--- src/rtl/localbus_arbiter_pkg.sv ---
// Shared types and defaults for the two-master local bus arbiter.
// Owner-state encoding, hold-counter width and parameter defaults live here.
package localbus_arbiter_pkg;

    localparam int XLEN_DEF     = 32;
    localparam int MAX_HOLD_DEF = 16;
    localparam int HOLD_W       = 8;

    typedef enum logic [1:0] {
        OWN_FREE = 2'd0,
        OWN_M0   = 2'd1,
        OWN_M1   = 2'd2
    } owner_e;

    function automatic owner_e owner_of(input logic id);
        return id ? OWN_M1 : OWN_M0;
    endfunction

endpackage

--- src/rtl/localbus_arbiter_if.sv ---
// Master-side request/response signals plus the localbus slave port, bundled.
interface localbus_arbiter_if #(
    parameter int XLEN = 32
);
    logic            m0_req,    m1_req;
    logic            m0_lock,   m1_lock;
    logic [XLEN-1:0] m0_addr,   m1_addr;
    logic [XLEN-1:0] m0_wdata,  m1_wdata;
    logic [3:0]      m0_we,     m1_we;
    logic            m0_gnt,    m1_gnt;
    logic            m0_rvalid, m1_rvalid;
    logic [XLEN-1:0] m0_rdata,  m1_rdata;

    logic [XLEN-1:0] bus_addr;
    logic [XLEN-1:0] bus_qin;
    logic [3:0]      bus_we;
    logic [XLEN-1:0] bus_qout;

    modport slave (
        input  m0_req, m1_req, m0_lock, m1_lock,
        input  m0_addr, m1_addr, m0_wdata, m1_wdata, m0_we, m1_we,
        output m0_gnt, m1_gnt, m0_rvalid, m1_rvalid, m0_rdata, m1_rdata,
        output bus_addr, bus_qin, bus_we,
        input  bus_qout
    );

    modport master (
        output m0_req, m1_req, m0_lock, m1_lock,
        output m0_addr, m1_addr, m0_wdata, m1_wdata, m0_we, m1_we,
        input  m0_gnt, m1_gnt, m0_rvalid, m1_rvalid, m0_rdata, m1_rdata,
        input  bus_addr, bus_qin, bus_we,
        output bus_qout
    );

endinterface

--- src/rtl/localbus_arbiter_rr_arb2.sv ---
// Two-input round-robin picker; on a tie the master not granted last wins.
module localbus_arbiter_rr_arb2 (
    input  logic       clk,
    input  logic       rst_n,
    input  logic [1:0] req,
    output logic [1:0] gnt
);

    logic last;

    // NOTE: gnt gets its default before any branch so no path infers a latch.
    always_comb begin
        gnt = req;
        if (&req) gnt = last ? 2'b01 : 2'b10;
    end

    // Reset to 1 so master 0 wins the first tie.
    // NOTE: sequential state uses non-blocking assignments only.
    always_ff @(posedge clk or negedge rst_n) begin
        if (!rst_n)    last <= 1'b1;
        else if (|gnt) last <= gnt[1];
    end

endmodule

--- src/rtl/localbus_arbiter.sv ---
// Two-master round-robin arbiter with lock and hold limit in front of localbus.
// Grants are combinational; read data returns one cycle after the grant.
module localbus_arbiter
    import localbus_arbiter_pkg::*;
#(
    parameter int XLEN     = XLEN_DEF,
    parameter int MAX_HOLD = MAX_HOLD_DEF
) (
    input logic               clk,
    input logic               rst_n,
    localbus_arbiter_if.slave lb
);

    localparam logic [HOLD_W-1:0] HOLD_LIMIT = HOLD_W'(MAX_HOLD);

    owner_e            state, state_nxt;
    logic [HOLD_W-1:0] hold_cnt, hold_cnt_nxt;
    logic              own_id, own_lock, other_req;
    logic              hold_expired, arb_open;
    logic [1:0]        req_vec, gnt_vec;
    logic              rd_pend, rd_id;
    logic              m0_rv, m1_rv;
    logic [XLEN-1:0]   sel_addr, sel_wdata;
    logic [3:0]        sel_we;

    assign own_id       = (state == OWN_M1);
    assign own_lock     = own_id ? lb.m1_lock : lb.m0_lock;
    assign other_req    = own_id ? lb.m0_req  : lb.m1_req;
    assign hold_expired = (state != OWN_FREE) && (hold_cnt == HOLD_LIMIT);
    assign arb_open     = ((state != OWN_M0) && (state != OWN_M1)) || hold_expired;

    // While owned, only the owner may request. On hold expiry the picker's
    // last already equals the owner, so a requesting other master wins.
    always_comb begin
        req_vec = {lb.m1_req, lb.m0_req};
        if (!arb_open) req_vec = own_id ? {lb.m1_req, 1'b0} : {1'b0, lb.m0_req};
    end

    localbus_arbiter_rr_arb2 u_rr_arb2 (
        .clk   (clk),
        .rst_n (rst_n),
        .req   (req_vec),
        .gnt   (gnt_vec)
    );

    assign lb.m0_gnt = gnt_vec[0];
    assign lb.m1_gnt = gnt_vec[1];

    always_comb begin
        state_nxt    = state;
        hold_cnt_nxt = hold_cnt;
        if (arb_open) begin
            state_nxt = OWN_FREE;
            if ((gnt_vec[0] && lb.m0_lock) || (gnt_vec[1] && lb.m1_lock)) begin
                state_nxt    = owner_of(gnt_vec[1]);
                hold_cnt_nxt = '0;
            end
        end else if (!own_lock) begin
            state_nxt = OWN_FREE;
        end else if (other_req) begin
            hold_cnt_nxt = hold_cnt + HOLD_W'(1);
        end
    end

    always_ff @(posedge clk or negedge rst_n) begin
        if (!rst_n) begin
            state    <= OWN_FREE;
            hold_cnt <= '0;
        end else begin
            state    <= state_nxt;
            hold_cnt <= hold_cnt_nxt;
        end
    end

    // Idle bus shows master 0's address/data with no write strobe.
    always_comb begin
        sel_addr  = lb.m0_addr;
        sel_wdata = lb.m0_wdata;
        sel_we    = 4'b0000;
        if (gnt_vec[1]) begin
            sel_addr  = lb.m1_addr;
            sel_wdata = lb.m1_wdata;
            sel_we    = lb.m1_we;
        end else if (gnt_vec[0]) begin
            sel_we = lb.m0_we;
        end
    end

    assign lb.bus_addr = sel_addr;
    assign lb.bus_qin  = sel_wdata;
    assign lb.bus_we   = sel_we;

    always_ff @(posedge clk or negedge rst_n) begin
        if (!rst_n) begin
            rd_pend <= 1'b0;
            rd_id   <= 1'b0;
        end else begin
            rd_pend <= (|gnt_vec) && (sel_we == 4'b0000);
            rd_id   <= gnt_vec[1];
        end
    end

    assign m0_rv        = rd_pend && !rd_id;
    assign m1_rv        = rd_pend && rd_id;
    assign lb.m0_rvalid = m0_rv;
    assign lb.m1_rvalid = m1_rv;
    assign lb.m0_rdata  = m0_rv ? lb.bus_qout : '0;
    assign lb.m1_rdata  = m1_rv ? lb.bus_qout : '0;

endmodule

--- src/flat_wrapper.sv ---
// flat-port wrapper written by rule: the top's interface ports become plain ports
module localbus_arbiter_flat import localbus_arbiter_pkg::*;
#(
    parameter int XLEN     = XLEN_DEF,
    parameter int MAX_HOLD = MAX_HOLD_DEF
)
  (clk, rst_n, lb_m0_req, lb_m1_req, lb_m0_lock, lb_m1_lock, lb_m0_addr, lb_m1_addr, lb_m0_wdata, lb_m1_wdata, lb_m0_we, lb_m1_we, lb_m0_gnt, lb_m1_gnt, lb_m0_rvalid, lb_m1_rvalid, lb_m0_rdata, lb_m1_rdata, lb_bus_addr, lb_bus_qin, lb_bus_we, lb_bus_qout);
  localbus_arbiter_if #(.XLEN(XLEN)) lb_i ();
  input logic clk;
  input logic rst_n;
  input wire logic [$bits(lb_i.m0_req)-1:0] lb_m0_req;
  input wire logic [$bits(lb_i.m1_req)-1:0] lb_m1_req;
  input wire logic [$bits(lb_i.m0_lock)-1:0] lb_m0_lock;
  input wire logic [$bits(lb_i.m1_lock)-1:0] lb_m1_lock;
  input wire logic [$bits(lb_i.m0_addr)-1:0] lb_m0_addr;
  input wire logic [$bits(lb_i.m1_addr)-1:0] lb_m1_addr;
  input wire logic [$bits(lb_i.m0_wdata)-1:0] lb_m0_wdata;
  input wire logic [$bits(lb_i.m1_wdata)-1:0] lb_m1_wdata;
  input wire logic [$bits(lb_i.m0_we)-1:0] lb_m0_we;
  input wire logic [$bits(lb_i.m1_we)-1:0] lb_m1_we;
  output wire logic [$bits(lb_i.m0_gnt)-1:0] lb_m0_gnt;
  output wire logic [$bits(lb_i.m1_gnt)-1:0] lb_m1_gnt;
  output wire logic [$bits(lb_i.m0_rvalid)-1:0] lb_m0_rvalid;
  output wire logic [$bits(lb_i.m1_rvalid)-1:0] lb_m1_rvalid;
  output wire logic [$bits(lb_i.m0_rdata)-1:0] lb_m0_rdata;
  output wire logic [$bits(lb_i.m1_rdata)-1:0] lb_m1_rdata;
  output wire logic [$bits(lb_i.bus_addr)-1:0] lb_bus_addr;
  output wire logic [$bits(lb_i.bus_qin)-1:0] lb_bus_qin;
  output wire logic [$bits(lb_i.bus_we)-1:0] lb_bus_we;
  input wire logic [$bits(lb_i.bus_qout)-1:0] lb_bus_qout;
  assign lb_i.m0_req = lb_m0_req;
  assign lb_i.m1_req = lb_m1_req;
  assign lb_i.m0_lock = lb_m0_lock;
  assign lb_i.m1_lock = lb_m1_lock;
  assign lb_i.m0_addr = lb_m0_addr;
  assign lb_i.m1_addr = lb_m1_addr;
  assign lb_i.m0_wdata = lb_m0_wdata;
  assign lb_i.m1_wdata = lb_m1_wdata;
  assign lb_i.m0_we = lb_m0_we;
  assign lb_i.m1_we = lb_m1_we;
  assign lb_m0_gnt = lb_i.m0_gnt;
  assign lb_m1_gnt = lb_i.m1_gnt;
  assign lb_m0_rvalid = lb_i.m0_rvalid;
  assign lb_m1_rvalid = lb_i.m1_rvalid;
  assign lb_m0_rdata = lb_i.m0_rdata;
  assign lb_m1_rdata = lb_i.m1_rdata;
  assign lb_bus_addr = lb_i.bus_addr;
  assign lb_bus_qin = lb_i.bus_qin;
  assign lb_bus_we = lb_i.bus_we;
  assign lb_i.bus_qout = lb_bus_qout;
  localbus_arbiter #(.XLEN(XLEN), .MAX_HOLD(MAX_HOLD)) u_core (.clk(clk), .rst_n(rst_n), .lb(lb_i));
endmodule
--- config.mk ---
export PLATFORM = sky130hd
export DESIGN_NAME = localbus_arbiter_flat
export DESIGN_NICKNAME = d
export VERILOG_FILES = /design/src/rtl/localbus_arbiter_pkg.sv /design/src/rtl/localbus_arbiter_if.sv /design/src/rtl/localbus_arbiter_rr_arb2.sv /design/src/rtl/localbus_arbiter.sv /design/src/flat_wrapper.sv
export SDC_FILE = /design/constraint.sdc
export NUM_CORES = 1
export LEC_CHECK = 0
export CAP_MARGIN = 20
export CELL_PAD_IN_SITES_DETAIL_PLACEMENT = 1
export CELL_PAD_IN_SITES_GLOBAL_PLACEMENT = 2
export CORE_MARGIN = 2
export CORE_UTILIZATION = 10
export CTS_CLUSTER_DIAMETER = 120
export DETAILED_ROUTE_END_ITERATION = 10
export PLACE_DENSITY_LB_ADDON = 0.1
export SETUP_SLACK_MARGIN = 0.4
export SYNTH_ARGS = -nofsm -noshare
export SYNTH_HDL_FRONTEND = slang
export SYNTH_SLANG_ARGS = --single-unit
--- constraint.sdc ---
create_clock -name clk -period 2.15 [get_ports clk]
set_input_delay 0.215 -clock clk [delete_from_list [all_inputs] [get_ports clk]]
set_output_delay 0.215 -clock clk [all_outputs]
set_load 0.01 [all_outputs]
# --- Yosys cells after proc, flatten, opt, wreduce, memory -nomap -nowiden ---
# Index checks and enable logic that the tools add are counted.
# W data, S select, Z words.
op_classes:
  reduce_logical: 17
  eq_ne: 6
  addsub: 1
  n_mux: 20
ops:
  columns: ["cell", "count"]
  rows:
  - ["$mux W32", 4]
  - ["$mux W8", 4]
  - ["$mux W2", 8]
  - ["$add A8 B1 Y8 const B", 1]
  - ["$eq A8 B5 Y1 const B", 1]
  - ["$mux W4", 2]
  - ["$logic_and A1 B1 Y1", 7]
  - ["$ne A2 B2 Y1 const B", 3]
  - ["$reduce_bool A2 Y1", 3]
  - ["$logic_not A4 Y1", 1]
  - ["$reduce_and A3 Y1", 1]
  - ["$eq A2 B2 Y1 const B", 1]
  - ["$logic_or A1 B1 Y1", 2]
  - ["$mux W1", 2]
  - ["$ne A2 B1 Y1 const B", 1]
  - ["$reduce_and A2 Y1", 1]
  - ["$reduce_or A2 Y1", 1]
  - ["$logic_not A1 Y1", 1]
word_totals:
  in_bits: 174
  reg_bits: 13
  out_inout_bits: 136
  word_cells: 49

# --- Longest topological paths before layout ---
logic_depth:
  word_depth: 10
  mapped_depth: 9
  ltp_nobuf: 7

# --- Hierarchy ---
# Synthesis repeated with hierarchy kept, for this count alone.
unflattened:
  hier_cells: 232
  hier_area_um2: 2011.9
by_module_without_submodules:
  columns: ["module", "cells_each", "seq_area_each_um2", "area_each_um2", "instances"]
  rows:
  - ["localbus_arbiter", 226, 300.3, 1958.1, 1]
  - ["localbus_arbiter_rr_arb2", 6, 26.3, 53.8, 1]

# --- Worst setup path before layout ---
# No wires, ideal clock.
synth_timing:
  path_type: "flip-flop to output port"
  start: "register u_core.state[0]"
  end: "output lb_bus_qin[27]"
  n_path_buf: 1
  path_slack_ns: -0.088
  path_stages_with_launch: 8
  required_ns: 1.935
  arrival_time_ns: 2.023
  cell_sequence: "dfrtp_1 -> inv_1 -> ha_1 -> nor4b_2 -> a211oi_1 -> a211oi_2 -> buf_2 -> mux2_1"
synth_between:
  elab_chain_len: 7
  word_cells_on_any_way: 12
  cone_classes: "3 x eq/ne; 4 x mux; 5 x reduce/logical"
synth_lines:
  columns: ["element", "line_no", "text"]
  rows:
  - ["start: declaration", "localbus_arbiter.sv:16", "owner_e state, state_nxt;"]
  - ["start signal: assignment", "localbus_arbiter.sv:70", "state <= state_nxt;"]
  - ["$ne A2 B1 Y1, or another cell as far along", "localbus_arbiter.sv:30", "assign arb_open = ((state != OWN_M0) && (state != OWN_M1)) || hold_expired;"]
  - ["$logic_and A1 B1 Y1 (on tied branches)", "localbus_arbiter.sv:30, localbus_arbiter.sv:29", null]
  - ["$logic_or A1 B1 Y1", "localbus_arbiter.sv:30", null]
  - ["$mux W2 *", "localbus_arbiter.sv:36", "if (!arb_open) req_vec = own_id ? {lb.m1_req, 1'b0} : {1'b0, lb.m0_req};"]
  - ["$reduce_and A2 Y1", "localbus_arbiter_rr_arb2.sv:14", "if (&req) gnt = last ? 2'b01 : 2'b10;"]
  - ["$mux W2 *", "localbus_arbiter_rr_arb2.sv:14", null]
  - ["via lb_m1_gnt", "flat_wrapper.sv:22", "output wire logic [$bits(lb_i.m1_gnt)-1:0] lb_m1_gnt;"]
  - ["$mux W32 *", "localbus_arbiter.sv:80", "if (gnt_vec[1]) begin"]
  - ["end: declaration", "flat_wrapper.sv:28", "output wire logic [$bits(lb_i.bus_qin)-1:0] lb_bus_qin;"]
# The timed path passes the listed nets; every way through them passes the cells marked *.

# --- Worst setup path in the final report ---
layout_timing:
  start: "register u_core.state[1]"
  end: "output lb_bus_qin[22]"
layout_between:
  elab_chain_len: 7
  word_cells_on_any_way: 12
  cone_classes: "3 x eq/ne; 4 x mux; 5 x reduce/logical"
layout_lines:
  columns: ["element", "line_no"]
  rows:
  - ["$ne A2 B1 Y1, or another cell as far along", "localbus_arbiter.sv:30"]
  - ["$logic_and A1 B1 Y1 (on tied branches)", "localbus_arbiter.sv:30, localbus_arbiter.sv:29"]
  - ["$logic_or A1 B1 Y1", "localbus_arbiter.sv:30"]
  - ["$mux W2 *", "localbus_arbiter.sv:36"]
  - ["$reduce_and A2 Y1", "localbus_arbiter_rr_arb2.sv:14"]
  - ["$mux W2 *", "localbus_arbiter_rr_arb2.sv:14"]
  - ["$mux W32 *", "localbus_arbiter.sv:80"]
# Mark *: on every way between the ends. The rest lies on a longest branch, timed or not.

==> impl_metrics.env <==
export IMPL_drive_gt1_frac=0.4304
export IMPL_synth_warnings=0
export IMPL_violations="setup timing"
export IMPL_cts_tree="built"
export IMPL_fin_skew_ps=2.340
export IMPL_yosysTopAreaCell="mux2_1"
export IMPL_synth_area_leaders="mux2_1 35%, dfrtp_1 14%, and2_1 11%"
export IMPL_crit_path_start_kind="flip-flop"
export IMPL_synth_edf_count=0
export IMPL_holdWs_ps=378.0
export IMPL_grt_overflow_total=0
export IMPL_fin_nets=804
export IMPL_antenna_left=0
export IMPL_post_drt_wl_per_cell_microns=18.85
export IMPL_synth_area_sq_um=2073
export IMPL_slew_limit_headroom=0.5592
export IMPL_hold_violations=0
export IMPL_clk_latency_ps=240
export IMPL_drt_total_wl_mm=16.95
export IMPL_ir_drop_mv=0.2426
export IMPL_numCtsBuffers=3
export IMPL_die_h_microns=148.0
export IMPL_port_buffers=309
export IMPL_drt_vias_per_instance=3.889
export IMPL_total_power_mw=4.409
export IMPL_grt_pass1_wl_mm=23.16
export IMPL_htreeDepth=1
export IMPL_rows=52
export IMPL_core_sq_um=20300
export IMPL_hold_class="primary input to asynchronous set/reset pin"
export IMPL_ys_ff_latch=13
export IMPL_clock_fmax_mhz=362.0
export IMPL_grt_usage=0.1393
export IMPL_drtIter0Drc=53
export IMPL_synthFlopType="dfrtp_1"
export IMPL_area_delta_synth_final_pct=225.2
export IMPL_drc=0
export IMPL_async_reset_ff_frac=1.000
export IMPL_firstDrtPassIters=4
export IMPL_rsz0062_at_grt="true"
export IMPL_crit_type="flip-flop to primary output"
export IMPL_syn_area_per_cell_sq_um=8.567
export IMPL_vias=3496
export IMPL_pwr_density_cell_nw_per_um2=654.0
export IMPL_fin_crit_sh=1.285
export IMPL_cts_sinks=13
export IMPL_cp_end_kind="primary output"
export IMPL_clk_pin_slew_ps=50
export IMPL_grt_max_degree=18
export IMPL_dieArea_sq_um=21900
export IMPL_cap_viol_max_count=0
export IMPL_num_io_pins=310
export IMPL_slew_violations=0
export IMPL_gp_congestion=0.7655
export IMPL_synth_seq_area_share=0.1575
export IMPL_crit_required_ps=1930
export IMPL_initial_core_util=0.1021
export IMPL_synthDistinctLibCells=35
export IMPL_antenna_found_initial=4
export IMPL_fin_ws_ps=-612.3
export IMPL_p_leak_nw=3.277
export IMPL_worstMarginPinSlew_ps=659.1
export IMPL_postSynthCellCount=242
export IMPL_setup_viol=80
export IMPL_period_needed_ps=2762
export IMPL_post_dp_hpwl_mm=13.46
export IMPL_syn_nets=420
export IMPL_cts_hold_buf=0
export IMPL_cp_max_fo=8
export IMPL_cts_max_path_buffers=2
export IMPL_status="finished, violations left"
export IMPL_die_width_microns=148.0
export IMPL_synth_top_area_frac=0.3476
export IMPL_grt_pass1_vias=3826
export IMPL_arrival_ps=2550
export IMPL_cts_root_buf="clkbuf_16"
==> worst paths after layout <==
path,from,cells after the start,slack (ps),end
setup reg to reg,u_core.state[1],14,-380,u_core.hold_cnt[7]
min in group clk,u_core.state[0],2,530,u_core.state[0]
setup / recovery,u_core.state[1],11,-610,lb_bus_qin[22]
hold / removal,rst_n,1,380,u_core.hold_cnt[0]
hold reg to reg,u_core.state[0],2,530,u_core.state[0]
max in group asynchronous,rst_n,1,1310,u_core.rd_id
==> layout by cell type (no fill, tap or decap), types with 2 or more instances in the layout <==
master / Yosys / routed
clkbuf_2: 0 / 27
dlygate4sd2_1: 0 / 31
buf_4: 0 / 38
buf_12: 0 / 4
ha_1: 4 / 2
nand2_1: 11 / 7
nor3_1: 2 / 2
mux2_4: 0 / 55
mux2_1: 64 / 9
nor2_1: 3 / 2
nor4_1: 2 / 2
inv_2: 0 / 3
diode_2: 0 / 4
clkdlybuf4s15_1: 0 / 9
mux2_2: 2 / 2
and2_1: 37 / 37
a21oi_2: 0 / 2
clkbuf_16: 0 / 7
inv_1: 6 / 3
buf_2: 7 / 8
and3_1: 34 / 33
buf_16: 0 / 2
buf_6: 0 / 93
a22o_1: 6 / 6
a21oi_1: 9 / 6
buf_8: 0 / 7
nand3_1: 7 / 7
o21a_1: 2 / 2
nand2_2: 0 / 4
dfrtp_1: 12 / 11
clkdlybuf4s50_1: 0 / 173
==> cell usage after synthesis, drive strengths merged, types with 2 or more instances <==
cell    count
nor2        3
and2       37
a311oi      2
nor3        2
mux2       66
a21oi       9
nor2b       2
nor4        2
dfrtp      12
o21a        2
a211oi      3
inv         6
ha          4
and3       34
nand2      11
nor4b       2
a22o        6
buf         7
clkbuf     12
nand3       7
==> metal layers <==
layer | up-vias | track usage | wire length [microns]
li1 | 1650 | - | -
met3 | 16 | 0.06049 | 1938
met4 | 0 | 0.04143 | 422
met1 | 1635 | 0.1184 | 5209
met5 | - | 0 | 0
met2 | 195 | 0.2861 | 9374
==> stage by stage <==
step / setup TNS [ps] / setup WS, ps / instance area, sq um / cells / util
after floorplan: 0 / 103.7 / 2151 / 242 / -
after global placement: -32280 / -555.9 / 5813 / 842 / 0.2864
after detailed placement: -35350 / -600.9 / 5813 / 842 / 0.2864
after CTS: -36120 / -748.4 / 6060 / 874 / 0.2985
after global routing: -49330 / -738.1 / 6741 / 899 / 0.3321
final: -39970 / -612.3 / 6741 / 899 / 0.3321
==> logic make-up (layout without fill, tap and decap cells) <==
family          after synthesis  count (layout)  share of synthesized area
mux                          66              66                     0.3585
fa+ha+maj                     4               4                    0.02414
compound gates               31              31                     0.1116
other cells                   0               4                          0
flops                        13              13                     0.1575
buf+inv                      25             408                    0.04948
simple gates                102             102                     0.2945
xor+xnor                      1               1                   0.004225
==> power by group <==
part	switching, mW	internal (mW)
Sequential	0.0317	0.292
Combinational	1.37	2.35
Clock	0.108	0.251
Total	1.51	2.90
==> worst max-delay path: stages (launching register included) <==
cell	delay, ps
dfrtp_1	360
inv_2	60
ha_4	160
nor4b_4	340
a211oi_2	150
a211oi_4	270
buf_6	160
buf_12	130
clkbuf_16	150
buf_6	100
mux2_4	290
buf_6	120
==> cell type report <==
class	count	area (sq um)
Fill cell	2326	13560
Timing Repair Buffer	398	3986
Multi-Input combinational cell	204	1978
Tap cell	270	337.8
Sequential cell	13	327.8
Clock buffer	4	78.83
Inverter	6	22.52
Antenna cell	4	10.01
==> timing repair <==
item / CTS / global route
gates cloned: 5 / 4
gates resized for setup: 314 / 303
endpoints found under the setup margin: 145 / 100
hold endpoints to repair: 0 / 0
setup buffers: 23 / 17
pin swaps: 10 / 10
==> flip-flops by register name (all words and copies together), names as in the netlist <==
name and flops:
u_core.rd_id 1, u_core.u_rr_arb2.last 1, u_core.hold_cnt 8, u_core.rd_pend 1
u_core.state 2
No activity file was read; power rests on OpenSTA's default activity.
